$ cat config.mk
export PLATFORM = sky130hd
export DESIGN_NAME = branch_predictor
export DESIGN_NICKNAME = d
export VERILOG_FILES = /design/src/rtl/branch_predictor.sv
export SDC_FILE = /design/constraint.sdc
export NUM_CORES = 1
export LEC_CHECK = 0
export CORE_AREA = 2 2 135 137
export CTS_BUF_LIST = sky130_fd_sc_hd__clkbuf_16
export DETAILED_ROUTE_END_ITERATION = 16
export DIE_AREA = 0 0 137 139
export GPL_TIMING_DRIVEN = 0
export HOLD_SLACK_MARGIN = 0.02
export PLACE_DENSITY = 0.8
export SLEW_MARGIN = 20
export SYNTH_ARGS = -nofsm -noshare
export SYNTH_HDL_FRONTEND = slang
export SYNTH_SLANG_ARGS = --single-unit
$ cat constraint.sdc
create_clock -name clk -period 3.9 [get_ports clk]
set_input_delay 0.78 -clock clk [delete_from_list [all_inputs] [get_ports clk]]
set_output_delay 0.78 -clock clk [all_outputs]
set_load 0.02 [all_outputs]
$ cat src/rtl/branch_predictor.sv
// Branch direction predictor with three selectable schemes: static
// not-taken, bimodal and gshare. There is one table of saturating counters,
// read combinationally at lookup and written once per cycle from the
// resolved-branch update port. Two saturating event counters (lookups and
// mispredictions) are also kept.
module branch_predictor #(
  parameter int unsigned PC_WIDTH   = 32,
  parameter int unsigned INDEX_BITS = 6,
  parameter int unsigned CTR_BITS   = 2,
  parameter int unsigned MODE       = 1,
  parameter int unsigned GHR_BITS   = 6
) (
  input  logic                clk,
  input  logic                rst_n,
  input  logic                i_lookup_valid,
  input  logic [PC_WIDTH-1:0] i_lookup_pc,
  output logic                o_predict_taken,
  input  logic                i_update_valid,
  input  logic [PC_WIDTH-1:0] i_update_pc,
  input  logic                i_update_taken,
  input  logic                i_update_mispredict,
  output logic [31:0]         o_lookup_count,
  output logic [31:0]         o_mispredict_count
);

  localparam int unsigned ENTRIES = 1 << INDEX_BITS;
  localparam logic [CTR_BITS-1:0] CTR_MAX  = '1;
  localparam logic [CTR_BITS-1:0] CTR_INIT = CTR_BITS'((1 << (CTR_BITS - 1)) - 1);

  logic [CTR_BITS-1:0]   table_q [ENTRIES];
  logic [GHR_BITS-1:0]   ghr_q;
  logic [INDEX_BITS-1:0] ghr_mix;
  logic [INDEX_BITS-1:0] lookup_idx;
  logic [INDEX_BITS-1:0] update_idx;
  logic [CTR_BITS-1:0]   update_ctr;
  logic [CTR_BITS-1:0]   update_ctr_next;
  logic                  unused_bits;

  // PC bits outside the index field never take part in indexing.
  assign unused_bits = ^{i_lookup_pc, i_update_pc, ghr_q};

  // Index formation: the PC word index, hashed with history in gshare mode.
  always_comb begin
    ghr_mix    = (MODE == 2) ? INDEX_BITS'(ghr_q) : '0;
    lookup_idx = i_lookup_pc[INDEX_BITS+1:2] ^ ghr_mix;
    update_idx = i_update_pc[INDEX_BITS+1:2] ^ ghr_mix;
  end

  // Prediction is the counter MSB of the registered table, with no bypass.
  always_comb begin
    o_predict_taken = 1'b0;
    if (MODE != 0 && i_lookup_valid) begin
      o_predict_taken = table_q[lookup_idx][CTR_BITS-1];
    end
  end

  // Saturating next value for the counter being updated.
  always_comb begin
    update_ctr      = table_q[update_idx];
    update_ctr_next = update_ctr;
    if (i_update_taken) begin
      if (update_ctr != CTR_MAX) update_ctr_next = update_ctr + 1'b1;
    end else begin
      if (update_ctr != '0) update_ctr_next = update_ctr - 1'b1;
    end
  end

  // Pattern table: reset to weakly not-taken, trained by resolved branches.
  always_ff @(posedge clk or negedge rst_n) begin
    if (!rst_n) begin
      for (int unsigned i = 0; i < ENTRIES; i++) begin
        table_q[i] <= CTR_INIT;
      end
    end else if (MODE != 0 && i_update_valid) begin
      table_q[update_idx] <= update_ctr_next;
    end
  end

  // Global history: non-speculative, shifted only by resolved branches.
  // The index above uses the value from before this shift.
  always_ff @(posedge clk or negedge rst_n) begin
    if (!rst_n) begin
      ghr_q <= '0;
    end else if (MODE == 2 && i_update_valid) begin
      ghr_q <= GHR_BITS'({ghr_q, i_update_taken});
    end
  end

  // Event counters, saturating at all-ones and active in every mode.
  always_ff @(posedge clk or negedge rst_n) begin
    if (!rst_n) begin
      o_lookup_count     <= '0;
      o_mispredict_count <= '0;
    end else begin
      if (i_lookup_valid && o_lookup_count != '1) begin
        o_lookup_count <= o_lookup_count + 32'd1;
      end
      if (i_update_valid && i_update_mispredict && o_mispredict_count != '1) begin
        o_mispredict_count <= o_mispredict_count + 32'd1;
      end
    end
  end

endmodule

### After elaboration in Yosys (flattened, before gate mapping)

Index checks and enable logic that the tools add are counted.

* bits in registers: 192
* bits of input ports: 70
* output and inout port bits: 65
* word-level logic and storage cells: 96

* mux-type cells: 13
* order comparisons: 3
* bitwise gates (word level): 2
* equal/unequal tests: 3
* $add $sub $neg: 4
* reductions and logical operators: 5

Operators with widths (count)
* 128-bit bitwise mux: 1
* 32-bit by 1-bit adder with 32-bit output, second input constant: 2
* 32-bit != test, second input constant: 2
* 2-bit binary-select mux with 6-bit select: 2
* 2-bit 2-to-1 mux: 8
* 7-bit greater-or-equal comparator, second input constant: 2
* 6-bit NOT with 7-bit output: 2
* 2-bit demux with 6-bit select: 1
* 7-bit by 1-bit less-than comparator with 1-bit output, second input constant: 1
* 1-bit logical AND: 4
* 2-bit by 1-bit adder with 2-bit output, second input constant: 1
* 2-bit != test, second input constant: 1
* 2-bit nonzero test: 1
* 2-bit by 1-bit subtractor with 2-bit output, second input constant: 1
* 1-bit 2-to-1 mux: 1

### Longest topological paths before layout

Gate-level depths: netlist of the first run.

* word-level depth: 8
* mapped depth: 12
* depth with buffers taken out: 7

### Worst setup path after synthesis of the first run

Ideal clock, no wire load.

* kind: input-to-output
* start point: input i_lookup_pc[2]
* end point: output o_predict_taken
* slack: 160 ps
* path buffers: 2
* required time: 3120 ps
* stages: 6
* data arrival time: 2960 ps
* cells stage by stage: buf_2 > buf_2 > mux4_2 > mux4_2 > mux4_2 > and2_1

* word-level cells in the longest chain between the ends: 5

Ends and longest elaborated chain
* start, declared: RTL line 16 `input logic [PC_WIDTH-1:0] i_lookup_pc,`
* 6-bit NOT with 7-bit output (not written as such): RTL line 53 `o_predict_taken = table_q[lookup_idx][CTR_BITS-1];`
* 2-bit binary-select mux with 6-bit select: RTL line 53
* 2-bit 2-to-1 mux (not written as such) (2 in series): RTL line 53
* 1-bit 2-to-1 mux: RTL line 52 `if (MODE != 0 && i_lookup_valid) begin`
* end, declared: RTL line 17 `output logic o_predict_taken,`

Every way passes these cells. The select of a mux whose other input is x is not followed.

### Final worst setup path of the first run

* start point: input i_lookup_pc[3]
* end point: output o_predict_taken

The elaborated chain is that of the path after synthesis.

==> results of run 1 <==
[flip-flops by register name, summed over array words and instances (netlist names)]
signal / flops
o_lookup_count: 32
o_mispredict_count: 32
table_q: 128
[how the worst max path moves through the flow]
stage / endpoint
2_1_floorplan: o_predict_taken
3_3_place_gp: table_q[17]
3_5_place_dp: o_predict_taken
4_1_cts: o_predict_taken
5_1_grt: o_predict_taken
6_report: o_predict_taken
[final cells by class]
class                           instances  area share, %
Clock inverter                         15           1.47
Multi-Input combinational cell        686           38.8
Inverter                               11          0.365
Clock buffer                           17           3.76
Buffer                                 41           2.36
Tap cell                              229           2.53
Timing Repair Buffer                   80           7.52
Sequential cell                       192           43.2
[power breakdown]
part           switching (mW)  internal [mW]
Sequential              0.207           2.31
Combinational           0.545          0.436
Clock                   0.760           1.00
Total                    1.51           3.75
[layer usage]
layer  up-vias  global-route usage, %  share of wire, %
li1       3496                      -                 -
met1      3701                   38.0                40
met2       354                   41.3                47
met3        91                   6.18               9.4
met4         0                   11.8               3.6
met5         -                      0                 0
[logic make-up (layout without fill, tap and decap cells)]
logic type / after synthesis / after routing / synth area share (%)
AND/OR/NAND/NOR: 371 / 371 / 17.6
flip-flops: 192 / 192 / 51.2
AO/OA/AOI/OAI: 188 / 188 / 11.4
multiplexers: 62 / 62 / 10.7
XOR/XNOR: 61 / 61 / 5.59
buffers and inverters: 53 / 164 / 3.05
adder cells (fa/ha/maj): 4 / 4 / 0.524
[cell usage in the layout, fill, tap and decap left out, types with 3 or more instances in the layout]
cell type and instances:
a211oi_1 4, a21oi_1 9, a22o_1 3, a22oi_1 12, a32oi_1 3, and2_1 7
and3_1 23, and4_1 11, buf_2 16, buf_4 4, buf_6 9, bufinv_16 3
clkbuf_1 11, clkbuf_16 17, clkdlybuf4s50_1 73, dfrtp_1 128, dfstp_2 64, inv_1 13
inv_6 3, mux2_2 18, mux2i_1 13, mux4_2 30, nand2_1 225, nand3_1 29
nand3b_1 3, nand4_1 18, nor2_1 33, nor3_1 4, nor3b_1 4, o211ai_1 3
o21ai_0 44, o21ai_1 93, xnor2_1 42, xor2_1 19
[what timing repair did]
| item | 4_1_cts | 5_1_grt |
|---|---|---|
| resized for setup | 13 | 2 |
| endpoints found under the setup margin | 1 | 1 |
| hold buffers | 0 | 0 |
| endpoints found under the hold margin | 0 | 0 |
| setup buffers | 1 | 0 |
==> run summary, run 1 <==
The detailed-route wire length per cell was 19.6 um; the final weighted congestion in routability-driven placement was 0.957. Counting every net in the synthesized netlist gives 1003. Number of clock buffers inserted by TritonCTS: 17. Counting cells, the worst reg-to-reg path comes to 8.

The floorplan step defined a die boundary enclosing 19000 um2. The ratio of cells with drive above 1 in the final layout came out at 17.8%. Sorting the synthesized cells by how often they occur yields nand2_1, dfrtp_1, o21ai_1. The finished cells cover 11300 um2.

The critical path launch point was i_lookup_pc[3]. The kind of cell with the highest combined delay along the critical path is multiplexers. Setup slack closes at 0.0179 ns. The run gives 27.3% as the overall routing resource usage. The predominant post-synthesis flop cell is dfrtp_1.

The run gives 258 MHz as the top achievable clock speed. Pin placement for this block handled 135 I/O pins. The die span in y works out to 139 um. Launch instance of the worst register-to-register path: table_q[107]. The placed wire-length estimate was 17500 um; the number of detailed-route iterations in the first pass was 5.

The x dimension of the die is 137 um, and the post-synthesis cell type count is 56. The number of antenna diodes came out at 0. Among all cell types in the netlist, the one instantiated most often is nand2_1. CTS sink count: 192. The routed design has 25000 um of wire.

After global routing the overflow that remains totals 0. The number of storage elements in the synthesis netlist was 192. The global-route wire length before repair came out at 40000 um.

The worst max-slew margin expressed relative to the limit was 21.5%; the cell area after placement was 10700 um2. The final worst hold slack is 0.211 ns. For this run, the register share of the synthesized area comes to 51.2%.

After synthesis, the cell types taking the most area are dfrtp_1, dfstp_2, nand2_1, mux4_2, o21ai_1. Averaged over all synthesized cells, the footprint is 10.3 um2. The tools report the max-capacitance violation count as 0. The netlist area before placement is 9550 um2, and the count of flip-flops with a built-in enable after synthesis is 0.

On the worst path, the slowest cell contributes a delay of 0.52 ns. Of the available clock period, the critical path in the final layout requires 99.5%. IR analysis of the VDD net gives a maximum drop of 0.386 mV. Including well taps, the total number of placed cells is 1239. The logs give 2 for the clock tree buffer depth and 0 for the final setup violation count. The logs give 1271 for the count of non-filler cells in the finished layout and 3.10 ns for the arrival time at the worst endpoint.

The final route contains 7642 vias. The number of input and output port buffers inserted was 75; the data required time of the critical path was 3.12 ns. The run gives -0.902 ns as the worst setup slack before clock tree synthesis. The count of buffering cells on the critical path with inverters included came out at 3. Walking the worst path, the cells encountered are buf_2 -> clkbuf_8 -> mux4_2 -> mux4_2 -> mux4_2 -> and2_1 -> clkdlybuf4s15_2.

After floorplanning, the core was sized to cover 17700 um2. The filler cells instantiated in the layout total 1414. Critical path start-end classification: input port to output pin. The worst path needs 3.88 ns of the cycle, external delays included. Counting buffers and inverters, the worst setup path is 7 cells deep. The detail route stage leaves a number of antenna-violating nets equal to 0. The root buffer cell chosen for the clock tree is clkbuf_16. The layout overhead on the synthesized area came out at 18.4%. In the routed layout, each cell is associated on average with a via count of 6.01. Summing all multi-input logic gate instances after layout gives 4390 um2.

Setup repair after global routing left no endpoint under its margin. For this run, the number of Yosys warnings is 0. The path category of the worst min-delay check was input port to asynchronous set/reset pin. In this run the critical register-to-register path is captured at table_q[13]. The tools report the endpoint class of the critical path as an output pin.

In this run the core area contains 49 standard-cell rows. Registers take 4880 um2. Counting stages on the worst path, the most repeated cell is mux4_2. After the last flow step, the layout net total stands at 1101. The total power divided by cell area was 465 nW/um2; the worst clock skew was 0.00935 ns. After the first detailed-routing iteration, the DRC count stood at 867. For this configuration, the core starts out at a cell density of 54.1%.

For the number of global-route vias before repair, the log shows 7564. The leakage power summed over all cells is 4.66 nW, and the number of H-tree levels is 4. The run finished with clean final reports.

The tools report the final max-slew violation count as 0. dfrtp_1 takes more of the synthesized area than any other cell. The cell count after synthesis is 931. Summing internal, switching and leakage power gives 5.26 mW. In the routed design, unresolved DRC markers number 0. The maximum fanout along the worst path was 10; the transition time at the pin with the least slew margin was 1.17 ns. After clock tree synthesis, the clock-pin slew on the worst setup and hold paths is 0.07 ns. TritonCTS built the clock tree. The maximum number of pins on one net before global-route repair came out at 84. STA classifies the critical path startpoint as an input port.

The run gives 0 as the number of antenna violations at the first check in global routing. Clock latency on the worst-skew pair, taken at its later pin, is 0.44 ns. Counting flops with an async set or reset pin after synthesis yields a share of 100%.

For the summed negative setup slack over all endpoints, the log shows 0 ns. Slowest library cell on the worst path: mux4_2. The final design utilization is 64.1%, and the share of the synthesized area in the top cell type is 33.5%.

The logs give 1.13 ns for the setup slack of the worst register-to-register path and 0 for the final-report hold violation count.
No activity file was read; power rests on OpenSTA's default activity.
==> inputs of run 2 (changes only) <==
--- a/config.mk
+++ b/config.mk
@@ -5,6 +5,7 @@
 export SDC_FILE = /design/constraint.sdc
 export NUM_CORES = 1
 export LEC_CHECK = 0
+export CAP_MARGIN = 40
 export CORE_AREA = 2 2 135 137
 export CTS_BUF_LIST = sky130_fd_sc_hd__clkbuf_16
 export DETAILED_ROUTE_END_ITERATION = 16
@@ -12,6 +13,7 @@
 export GPL_TIMING_DRIVEN = 0
 export HOLD_SLACK_MARGIN = 0.02
 export PLACE_DENSITY = 0.8
+export SKIP_LAST_GASP = 1
 export SLEW_MARGIN = 20
 export SYNTH_ARGS = -nofsm -noshare
 export SYNTH_HDL_FRONTEND = slang
==> run 2 against run 1 <==
Against the previous run:
- maximum frequency down 0.38%
- final cell count up 0.63%
- critical endpoint unchanged
- cell area up 1.1%
- sequential cell count unchanged
- critical path depth unchanged
==> run summary, run 2 (synthesized netlist as in run 1, its figures left out) <==
The run finished with clean final reports. The clock group share of total power is 36.0%. Dividing the final minimum period by the clock period gives 99.9%. The slowest stage of the critical path is the mux4_2 cell.

The transition time at the pin with the least slew margin was 0.730 ns; the met3 usage in global routing was 6.73%. Setup violations remaining at the end of the flow were counted as 0. The critical path goes through buf_2 -> clkbuf_8 -> mux4_2 -> mux4_2 -> mux4_2 -> and2_1 -> clkdlybuf4s15_2. The library cell used most frequently in the layout, excluding fill and tap cells, is nand2_1.

TritonCTS built the clock tree. The number of rows created at floorplan is 49, and the number of cells after detailed placement is 1245. The clock latency at the later pin of the worst-skew pair is 0.44 ns, and the cell area after placement is 10700 um2. Global-route congestion overflow total: 0.

Data required time of the critical path: 3.12 ns. After clock tree synthesis, the clock-pin slew on the worst setup and hold paths is 0.07 ns. The register with the most flip-flops in the layout has 128 of them. The worst pin sits at a relative slew slack of 51.1%. The finished cells cover 11400 um2.

For this run, the top clock speed supported by timing is 257 MHz. Dividing the detail-routed wire length by the instance count gives 19.7 um. The detail-routed via count per cell is 6.05. Setup slack on the critical path of the routed design comes to 0.00318 ns. The overall routing resource usage was 27.5%. The tools report the arrival time at the worst endpoint as 3.12 ns. The critical path in this run is classified as input port to output pin. The final route contains 7743 vias. The die is 137 um wide. The number of clock buffers inserted by TritonCTS is 17, and the post-layout total power is 5.47 mW. Along the worst path, the maximum fanout reaches 10. In the layout the commonest cells are nand2_1, dfrtp_1, o21ai_1. In this run switching power makes up 27.8% of total power.

Max-cap violations in this run came to 0. Endpoint class of the critical path: an output pin. The final max-slew violation count is 0, and the number of antenna violations at the first check in global routing is 1. In this run the power spent charging and discharging nets is 1.52 mW. The met1 track utilization from global routing came out at 37.2%. In this run, the number of DRC markers left after iteration 0 of detailed routing was 826. The die is 139 um tall. The number of detailed-route iterations in the first pass was 5; the clock tree buffer depth was 2. Combinational logic is responsible for 18.0% of the overall power. For the final weighted congestion in routability-driven placement, the log shows 0.957.

The worst setup slack before clock tree synthesis was -0.899 ns. Across the VDD grid, the largest voltage drop is 0.376 mV. The kind of cell adding the most delay to the critical path was multiplexers. In this run the count of I/O pins placed on the die edge is 135. The die covers 19000 um2. Layout overhead on the synthesized area: 19.8%. Wires add up to 25200 um. The global-route wire length before repair was 40100 um; the time the final worst path needs with I/O delays and setup was 3.90 ns.

After the last flow step, the layout net total stands at 1108. For the final database, setup skew stands at 0.00986 ns. Setup repair after global routing left no endpoint under its margin. table_q holds more flip-flops than any other register. Root cell of the clock tree: clkbuf_16. The startpoint type of the worst setup path was an input port. Once the floorplan was initialized, standard cells occupied 54.1% of the core.

The logs give 1279 for the count of non-filler cells in the finished layout and 46.0% for the sequential fraction of design power. For the area of the placeable core, the log shows 17700 um2. The path category of the worst min-delay check was input port to asynchronous set/reset pin. Detailed placement ended at an HPWL of 17700 um. The global routing stage identified its most utilized layer as met2. The clock net in this run drives a total of 192 sinks. During placement, the flow inserted port buffers numbering 75. For this design, the CTS-stage hold fixing added 0 buffers. The largest registers in the layout are table_q (128), o_lookup_count (32), o_mispredict_count (32). The count of nets left with antenna violations once routing finished came out at 0. The DRC violation count after routing was 0; the maximum number of pins on one net before global-route repair was 84. After filler insertion, the fill cell instance count of the layout stands at 1388. The run gives 0 as the final-report hold violation count. Count of buffering cells on the critical path with inverters included: 3. The analysis attributes to cell leakage a power of 4.74 nW.

The run gives 7528 as the number of global-route vias before repair. The library cell appearing most often on the critical path is mux4_2. In this run the power density over the cells is 479 nW/um2. The tools report the internal power summed over all cells as 3.95 mW. The delay of the slowest cell on the worst path is 0.52 ns, and the routing usage on met2 is 41.4%. For the number of H-tree levels, the log shows 4.

The ratio of cells with drive above 1 in the final layout was 18.3%. For the final worst hold slack, the log shows 0.214 ns.
run 2: changes by cell type in the layout (fill, tap and decap cells not counted), sizes merged:
| cell | previous run | this run |
|---|---|---|
| diode | 0 | 1 |
| inv | 16 | 15 |
| buf | 35 | 42 |
| bufinv | 3 | 6 |
| clkinv | 6 | 4 |
run 2: layout make-up:
| cell class | count | area [um2] | share of cell area [%] |
|---|---|---|---|
| Timing Repair Buffer | 87 | 905 | 7.91 |
| Antenna cell | 1 | 2.50 | 0.0219 |
| Multi-Input combinational cell | 686 | 4380 | 38.3 |
| Clock buffer | 17 | 425 | 3.72 |
| Tap cell | 229 | 287 | 2.51 |
| Clock inverter | 15 | 241 | 2.11 |
| Buffer | 41 | 267 | 2.33 |
| Sequential cell | 192 | 4880 | 42.7 |
| Inverter | 11 | 41.3 | 0.361 |
run 2: path summary, 6_finish.rpt:
check / slack, ns / startpoint / depth (start not counted) / endpoint
min in group clk: 0.46 / table_q[72] / 2 / table_q[72]
min reg2reg: 0.46 / table_q[72] / 2 / table_q[72]
max reg2reg: 1.16 / table_q[105] / 8 / table_q[13]
min: 0.21 / rst_n / 1 / o_lookup_count[27]
max in group asynchronous: 2.93 / rst_n / 2 / table_q[24]
max: 0.003 / i_lookup_pc[3] / 7 / o_predict_taken
run 2: worst reg2reg max path, cell delays in order, from the launching register on:
cell	delay [ns]
dfrtp_1	0.40
mux2_1	0.30
a32oi_1	0.19
o211ai_1	0.15
a211o_1	0.35
a2111oi_4	0.38
maj3_2	0.41
buf_2	0.31
o21ai_1	0.12
run 2: power by group through the flow:
| stage | Combinational, mW | Sequential, mW | Clock, mW |
|---|---|---|---|
| 2_1_floorplan | 0.527 | 2.56 | 0 |
| 3_3_place_gp | 0.928 | 2.53 | 0 |
| 3_5_place_dp | 0.971 | 2.54 | 0 |
| 4_1_cts | 0.987 | 2.51 | 1.99 |
| 5_1_grt | 1.07 | 2.55 | 2.07 |
| 6_report | 0.987 | 2.52 | 1.97 |
run 2: timing repair:
action                     4_1_cts  5_1_grt
setup endpoints to repair        1        1
gates resized for setup         13        2
setup buffers                    1        0
run 2: stage by stage:
stage,setup TNS [ns],util (%)
2_1_floorplan,0,-
3_3_place_gp,-952.06,60.0
3_5_place_dp,-8.22,60.7
4_1_cts,0,64.8
5_1_grt,0,64.8
6_report,0,64.8
run 2: layer usage:
| metal | wire, um | part of all wire, % | vias up |
|---|---|---|---|
| met5 | 0 | 0 | - |
| met4 | 945 | 3.8 | 0 |
| met3 | 2250 | 8.9 | 85 |
| met2 | 11800 | 47 | 368 |
| met1 | 10100 | 40 | 3782 |
| li1 | - | - | 3508 |
